### config.mk
export PLATFORM = sky130hd
export DESIGN_NAME = idex_stage_reg_flat
export DESIGN_NICKNAME = d
export VERILOG_FILES = /design/src/rtl/idex_stage_reg_if.sv /design/src/rtl/idex_stage_reg.sv /design/src/flat_wrapper.sv
export SDC_FILE = /design/constraint.sdc
export NUM_CORES = 1
export LEC_CHECK = 0
export CAP_MARGIN = 25
export CORE_MARGIN = 2
export CORE_UTILIZATION = 35
export DETAILED_ROUTE_END_ITERATION = 10
export DONT_BUFFER_PORTS = 1
export PLACE_DENSITY = 0.59
export SLEW_MARGIN = 20
export SYNTH_ARGS = -nofsm -noshare
export SYNTH_HDL_FRONTEND = slang
export SYNTH_SLANG_ARGS = --single-unit
### constraint.sdc
create_clock -name clk -period 1.6 [get_ports clk]
set_input_delay 0.24 -clock clk [delete_from_list [all_inputs] [get_ports clk]]
set_output_delay 0.24 -clock clk [all_outputs]
set_load 0.03 [all_outputs]
### src/rtl/idex_stage_reg_if.sv
// ID/EX stage bus: the decode-side request with its operands and hazard
// flags, plus the execute-side payload with its valid/ready handshake.
// The master drives the ID request and EX ready; the slave is the stage.
interface idex_stage_reg_if #(
  parameter int DATA_W  = 32,
  parameter int REG_W   = 5,
  parameter int ALU_W   = 4,
  parameter int NUM_SRC = 2
);
  // ID side
  logic                      in_valid;
  logic                      in_ready;
  logic [ALU_W-1:0]          in_alu_type;
  logic [DATA_W-1:0]         in_imm;
  logic [NUM_SRC*DATA_W-1:0] in_src;
  logic [NUM_SRC-1:0]        in_src_use;
  logic [NUM_SRC-1:0]        in_src_imm;
  logic [NUM_SRC-1:0]        in_src_busy;
  logic [REG_W-1:0]          in_rd;
  logic                      in_wr_en;
  // EX side
  logic                      out_valid;
  logic                      out_ready;
  logic [ALU_W-1:0]          out_alu_type;
  logic [NUM_SRC*DATA_W-1:0] out_src;
  logic [REG_W-1:0]          out_rd;
  logic                      out_wr_en;

  modport master (
    output in_valid, in_alu_type, in_imm, in_src, in_src_use, in_src_imm,
           in_src_busy, in_rd, in_wr_en, out_ready,
    input  in_ready, out_valid, out_alu_type, out_src, out_rd, out_wr_en
  );

  modport slave (
    input  in_valid, in_alu_type, in_imm, in_src, in_src_use, in_src_imm,
           in_src_busy, in_rd, in_wr_en, out_ready,
    output in_ready, out_valid, out_alu_type, out_src, out_rd, out_wr_en
  );
endinterface

### src/rtl/idex_stage_reg.sv
// ID/EX pipeline stage register. Accepts one decoded instruction per cycle,
// inserts NOP bubbles while a used register source is still in flight,
// holds under EX back-pressure, and counts inserted bubbles (saturating).
module idex_stage_reg #(
  parameter int               DATA_W   = 32,
  parameter int               REG_W    = 5,
  parameter int               ALU_W    = 4,
  parameter int               NUM_SRC  = 2,
  parameter logic [ALU_W-1:0] NOP_CODE = {ALU_W{1'b0}},
  parameter int               CNT_W    = 16
) (
  input  logic                 clk,
  input  logic                 rst,
  idex_stage_reg_if.slave      bus,
  input  logic                 flush,
  input  logic                 cnt_clear,
  output logic                 block,
  output logic [CNT_W-1:0]     bubble_cnt
);

  localparam int SRC_W = NUM_SRC * DATA_W;

  logic                 hazard_s;
  logic                 load_s;
  logic                 in_ready_s;
  logic                 accept_s;
  logic                 bubble_s;
  logic [SRC_W-1:0]     sel_src_s;

  logic                 out_valid_d,    out_valid_q;
  logic [ALU_W-1:0]     out_alu_type_d, out_alu_type_q;
  logic [SRC_W-1:0]     out_src_d,      out_src_q;
  logic [REG_W-1:0]     out_rd_d,       out_rd_q;
  logic                 out_wr_en_d,    out_wr_en_q;
  logic [CNT_W-1:0]     bubble_cnt_d,   bubble_cnt_q;

  // Handshake decode: a register source that is read, not replaced by the
  // immediate, and still being written by an older instruction is a hazard.
  always_comb begin
    hazard_s   = |(bus.in_src_use & ~bus.in_src_imm & bus.in_src_busy);
    load_s     = !out_valid_q || bus.out_ready;
    in_ready_s = load_s && !hazard_s && !flush;
    accept_s   = bus.in_valid && in_ready_s;
    bubble_s   = load_s && bus.in_valid && hazard_s && !flush;
  end

  // Per-source operand selection between register value and immediate.
  always_comb begin
    sel_src_s = {SRC_W{1'b0}};
    for (int k = 0; k < NUM_SRC; k++) begin
      if (bus.in_src_imm[k]) begin
        sel_src_s[k*DATA_W +: DATA_W] = bus.in_imm;
      end else begin
        sel_src_s[k*DATA_W +: DATA_W] = bus.in_src[k*DATA_W +: DATA_W];
      end
    end
  end

  // Next payload: flush beats everything, then accept, then bubble; an idle
  // load only drops valid, and an EX stall holds the register unchanged.
  always_comb begin
    out_valid_d    = out_valid_q;
    out_alu_type_d = out_alu_type_q;
    out_src_d      = out_src_q;
    out_rd_d       = out_rd_q;
    out_wr_en_d    = out_wr_en_q;
    if (flush || bubble_s) begin
      out_valid_d    = 1'b0;
      out_alu_type_d = NOP_CODE;
      out_src_d      = {SRC_W{1'b0}};
      out_rd_d       = {REG_W{1'b0}};
      out_wr_en_d    = 1'b0;
    end else if (accept_s) begin
      out_valid_d    = 1'b1;
      out_alu_type_d = bus.in_alu_type;
      out_src_d      = sel_src_s;
      out_rd_d       = bus.in_rd;
      out_wr_en_d    = bus.in_wr_en;
    end else if (load_s) begin
      out_valid_d    = 1'b0;
    end else begin
      out_valid_d    = out_valid_q;
    end
  end

  // Bubble counter: clear wins over increment; increment saturates.
  always_comb begin
    bubble_cnt_d = bubble_cnt_q;
    if (cnt_clear) begin
      bubble_cnt_d = {CNT_W{1'b0}};
    end else if (bubble_s && (bubble_cnt_q != {CNT_W{1'b1}})) begin
      bubble_cnt_d = bubble_cnt_q + CNT_W'(1);
    end else begin
      bubble_cnt_d = bubble_cnt_q;
    end
  end

  // Stage register and bubble counter state.
  always_ff @(posedge clk or negedge rst) begin
    if (!rst) begin
      out_valid_q    <= 1'b0;
      out_alu_type_q <= NOP_CODE;
      out_src_q      <= {SRC_W{1'b0}};
      out_rd_q       <= {REG_W{1'b0}};
      out_wr_en_q    <= 1'b0;
      bubble_cnt_q   <= {CNT_W{1'b0}};
    end else begin
      out_valid_q    <= out_valid_d;
      out_alu_type_q <= out_alu_type_d;
      out_src_q      <= out_src_d;
      out_rd_q       <= out_rd_d;
      out_wr_en_q    <= out_wr_en_d;
      bubble_cnt_q   <= bubble_cnt_d;
    end
  end

  assign bus.in_ready     = in_ready_s;
  assign bus.out_valid    = out_valid_q;
  assign bus.out_alu_type = out_alu_type_q;
  assign bus.out_src      = out_src_q;
  assign bus.out_rd       = out_rd_q;
  assign bus.out_wr_en    = out_wr_en_q;
  assign block            = bus.in_valid && !in_ready_s;
  assign bubble_cnt       = bubble_cnt_q;

endmodule

### src/flat_wrapper.sv
// flat-port wrapper written by rule: the top's interface ports become plain ports
module idex_stage_reg_flat 
#(
  parameter int               DATA_W   = 32,
  parameter int               REG_W    = 5,
  parameter int               ALU_W    = 4,
  parameter int               NUM_SRC  = 2,
  parameter logic [ALU_W-1:0] NOP_CODE = {ALU_W{1'b0}},
  parameter int               CNT_W    = 16
)
  (clk, rst, flush, cnt_clear, block, bubble_cnt, bus_in_valid, bus_in_alu_type, bus_in_imm, bus_in_src, bus_in_src_use, bus_in_src_imm, bus_in_src_busy, bus_in_rd, bus_in_wr_en, bus_out_ready, bus_in_ready, bus_out_valid, bus_out_alu_type, bus_out_src, bus_out_rd, bus_out_wr_en);
  idex_stage_reg_if #(.DATA_W(DATA_W), .REG_W(REG_W), .ALU_W(ALU_W), .NUM_SRC(NUM_SRC)) bus_i ();
  input  logic clk;
  input  logic rst;
  input  logic flush;
  input  logic cnt_clear;
  output logic block;
  output logic [CNT_W-1:0] bubble_cnt;
  input wire logic [$bits(bus_i.in_valid)-1:0] bus_in_valid;
  input wire logic [$bits(bus_i.in_alu_type)-1:0] bus_in_alu_type;
  input wire logic [$bits(bus_i.in_imm)-1:0] bus_in_imm;
  input wire logic [$bits(bus_i.in_src)-1:0] bus_in_src;
  input wire logic [$bits(bus_i.in_src_use)-1:0] bus_in_src_use;
  input wire logic [$bits(bus_i.in_src_imm)-1:0] bus_in_src_imm;
  input wire logic [$bits(bus_i.in_src_busy)-1:0] bus_in_src_busy;
  input wire logic [$bits(bus_i.in_rd)-1:0] bus_in_rd;
  input wire logic [$bits(bus_i.in_wr_en)-1:0] bus_in_wr_en;
  input wire logic [$bits(bus_i.out_ready)-1:0] bus_out_ready;
  output wire logic [$bits(bus_i.in_ready)-1:0] bus_in_ready;
  output wire logic [$bits(bus_i.out_valid)-1:0] bus_out_valid;
  output wire logic [$bits(bus_i.out_alu_type)-1:0] bus_out_alu_type;
  output wire logic [$bits(bus_i.out_src)-1:0] bus_out_src;
  output wire logic [$bits(bus_i.out_rd)-1:0] bus_out_rd;
  output wire logic [$bits(bus_i.out_wr_en)-1:0] bus_out_wr_en;
  assign bus_i.in_valid = bus_in_valid;
  assign bus_i.in_alu_type = bus_in_alu_type;
  assign bus_i.in_imm = bus_in_imm;
  assign bus_i.in_src = bus_in_src;
  assign bus_i.in_src_use = bus_in_src_use;
  assign bus_i.in_src_imm = bus_in_src_imm;
  assign bus_i.in_src_busy = bus_in_src_busy;
  assign bus_i.in_rd = bus_in_rd;
  assign bus_i.in_wr_en = bus_in_wr_en;
  assign bus_i.out_ready = bus_out_ready;
  assign bus_in_ready = bus_i.in_ready;
  assign bus_out_valid = bus_i.out_valid;
  assign bus_out_alu_type = bus_i.out_alu_type;
  assign bus_out_src = bus_i.out_src;
  assign bus_out_rd = bus_i.out_rd;
  assign bus_out_wr_en = bus_i.out_wr_en;
  idex_stage_reg #(.DATA_W(DATA_W), .REG_W(REG_W), .ALU_W(ALU_W), .NUM_SRC(NUM_SRC), .NOP_CODE(NOP_CODE), .CNT_W(CNT_W)) u_core (.clk(clk), .rst(rst), .bus(bus_i), .flush(flush), .cnt_clear(cnt_clear), .block(block), .bubble_cnt(bubble_cnt));
endmodule
==> run summary <==
The flow ran to the end, but the final reports show violations. The checks that failed: hold timing, setup timing. The run gives 3260 as the total number of vias. The floorplan step defined a die boundary enclosing 13000 sq um.

The first global-routing pass estimated 17.9 mm of wire. TritonCTS built the clock tree. The detail route stage leaves a number of antenna-violating nets equal to 0. After floorplanning, the core was divided into 40 placement rows. The pre-antenna-repair detailed-routing pass consisted of 6 iterations.

Depth of the critical timing path with buffers and inverters included: 6. The primary flip-flop cell chosen by synthesis mapping is dfrtp_1. Type of destination of the critical path: a flop.

For the final design utilization, the log shows 0.458. The worst register-to-register path begins at u_core.bus.out_valid. For the number of nets in the layout, the log shows 560.

The wire length per cell after detailed routing is 21.4 um, and the final standard cell area without fillers is 5450 sq um. The final routed wirelength across all metal layers was 12.7 mm; the flop-to-flop setup slack was -0.07 ns. Leaving out fill and tap cells, the most frequent cell in the layout is dfrtp_1. Max-slew violation total from the final report: 0.

The run gives 0.538 as the proportion of synthesized chip area in sequential cells. The total track usage was 0.183; the post-synth design cell area was 4230 sq um. The total area inside the core boundary comes to 11900 sq um.

Measured in cells, the most critical reg-to-reg path has a length of 6. Overall power of the completed layout: 5.49 mW. The portion of the clock cycle consumed by the worst path in the final layout works out to 1.05. After detailed placement, the total cell area comes to 4750 sq um. In this run the number of H-tree levels came out at 3. The synthesis-stage register bit count is 91. The synthesized design spends more area on one cell type than any other, namely dfrtp_1.

The data required time of the critical path is 1.87 ns. The global route total overflow came out at 0. The proportion of layout cells with a drive suffix above 1 is 0.294. The top cell types in the final layout, fill and taps aside, are dfrtp_1 (81), nand2_1 (73), mux2i_1 (64). The starting density of the core was 0.355; the actual transition at the worst max-transition pin was 0.365 ns. For the post-layout worst setup margin, the log shows -0.0731 ns. The number of antenna diodes is 0, and the area growth from synthesis to final layout is 28.8%. In the routed design, unresolved DRC markers number 0.

The average instance in the mapped netlist occupies 10.3 sq um. The top-area cell type share of the netlist area is 0.538. The initial antenna violation count was 0. Clock skew on the completed layout was measured at 0.00759 ns. The run gives 1 as the number of buffers inserted by hold repair at cts. The critical path is of the reg -> reg type. The arrival time of the worst setup path is 1.94 ns, and the number of top-level pins is 211. STA classifies the critical path startpoint as a flop. Traced cell by cell, the critical path runs through nor2b_4, or3_1, or2_4, buf_4, buf_6, o21ai_1. The clock root buffer was clkbuf_16.

For the number of maximum-capacitance constraint violations, the log shows 0. The hold slack came out at -0.413 ns. The family with the most delay on the worst path is simple AND/OR/NAND/NOR gates. The number of enable flip-flop cells after synthesis came out at 0. Class of the tightest hold or removal check: in -> async. For the clock network latency to the later pin of the worst-skew pair, the log shows 0.35 ns.

Using the TritonRoute via totals, the vias-per-cell ratio works out to 5.51. The clock drives 91 sinks. The last weighted congestion value of the routability-driven placer was 0.827; the async set-or-reset flop fraction in the synthesized netlist was 1.00. The die span in y is 114 um, and the distinct cell type count of the synthesized netlist is 34.

For the total clock buffers created by CTS, the log shows 9. The analysis attributes to cell leakage a power of 2.47 nW. The number of global-route vias before repair was 3187; the final number of hold-violating endpoints was 106. Synthesis produced 409 cells.

The clock-pin slew on the worst setup and hold paths works out to 0.06 ns. The worst-case IR drop observed on VDD is 0.523 mV. The pin count of the biggest net entering global routing is 92, and the critical-path maximum fanout is 8. The total of buffers placed on input and output ports came out at 0. The combined buffer and inverter count along the critical path was 2; the final critical delay including setup and external delays was 1.67 ns. The slowest stage of the critical path belongs to the cell dfrtp_2. For the total of endpoints with negative setup slack in the final report, the log shows 20. Start point of the critical path: u_core.bus.out_valid. Static timing analysis puts the maximum clock frequency at 0.598 GHz.

The worst slew margin relative to its limit is 0.756. After synthesis, the cell types taking the most area are dfrtp_1 (54%), mux2i_1 (15%), o21ai_0 (7.8%). The number of warnings issued by yosys was 0; the post-synthesis net count was 528. The horizontal extent of the die works out to 114 um. In this run, the number of DRC markers left after iteration 0 of detailed routing was 169.

Dividing total power by cell area gives a power density of 1010 nW/um^2. For the number of buffers on the longest clock path, the log shows 2. Endpoint of the worst register-to-register path: u_core.bus.out_src[36]. In this design, the stage delay of the slowest critical-path cell is 0.40 ns. Summed over all nets, the half-perimeter wirelength after detailed placement is 8.36 mm. Setup repair after global routing could not meet its margin everywhere.

The worst setup path endpoint is u_core.bus.out_src[36].
==> per-layer routing <==
layer  global-route usage  vias to the layer above  wire, um
met5                    0                        -         0
met4               0.0780                        0       231
met3               0.0499                       12       848
met2                0.290                      143      6150
met1                0.236                     1620      5460
li1                     -                     1485         -
==> worst reg2reg max path, stage by stage, from the launching register on <==
cell and delay [ns]:
dfrtp_2 0.40, nor2b_4 0.13, or3_1 0.33, or2_4 0.34
buf_4 0.17, buf_6 0.13, o21ai_1 0.11
==> cell usage after synthesis, types with 2 or more instances <==
master     n
dfrtp_1   91
nand2_1   75
o21ai_0   66
mux2i_1   64
clkbuf_1  22
nor2_1    19
xnor2_1   14
a22o_1    10
nor3_1     9
and3_1     4
nand4_1    4
nor4_1     4
a21oi_1    3
buf_1      2
buf_2      2
nand2b_1   2
==> cell type report <==
type | instances | area [sq um]
clock buffers | 11 | 233
well taps | 147 | 184
inverters | 1 | 3.75
fillers | 1117 | 6460
flip-flops and latches | 91 | 2290
clock inverters | 4 | 76.3
repair buffers | 49 | 513
multi-input cells | 289 | 2150
==> flip-flops by register name, summed over array words and instances (netlist names) <==
name and flops:
u_core.bubble_cnt 16, u_core.bus.out_alu_type 4, u_core.bus.out_rd 5, u_core.bus.out_src 64
u_core.bus.out_valid 1, u_core.bus.out_wr_en 1
==> power breakdown <==
part / total (mW) / switching (mW) / leakage, nW / internal (mW)
combinational: 0.470 / 0.242 / 1.11 / 0.228
sequential: 2.76 / 0.338 / 1.22 / 2.42
clock: 2.26 / 0.894 / 0.146 / 1.36
total: 5.49 / 1.47 / 2.47 / 4.01
==> metrics by stage <==
step                TNS (ns)  std cells  worst slack, ns
floorplan              -3.03        409          -0.0882
global placement       -4.67        565           -0.420
detailed placement     -5.65        565           -0.484
CTS                   -0.512        584          -0.0772
global route           -3.31        592           -0.129
finish                -0.721        592          -0.0731
==> cells by family after synthesis <==
group | count (synthesis) | share of synthesized area
and+or+nand+nor | 129 | 0.143
DFF | 91 | 0.538
AOI/OAI and AO/OA | 81 | 0.107
muxes | 64 | 0.151
buffers and inverters | 29 | 0.0290
xor gates and xnor gates | 14 | 0.0290
adders and majority gates | 1 | 0.00296
==> timing repair <==
item                                   4_1_cts  5_1_grt
buffers inserted                             3        2
resized for setup                           12       60
setup endpoints to repair                   16       48
gates cloned                                 0        6
endpoints found under the hold margin      107      106
pin swaps                                    3       10
==> how the worst min path moves through the flow <==
stage	from	end	slack [ns]	cells after the start
after global routing	rst	u_core.bus.out_src[4]	-0.44	0
after CTS	rst	u_core.bus.out_src[30]	-0.43	0
after floorplan	rst	u_core.bubble_cnt[0]	-0.06	0
after detailed placement	rst	u_core.bus.out_src[37]	-0.05	0
after global placement	rst	u_core.bus.out_src[6]	-0.05	0
final	rst	u_core.bus.out_src[37]	-0.41	0
No activity file was read; power rests on OpenSTA's default activity.
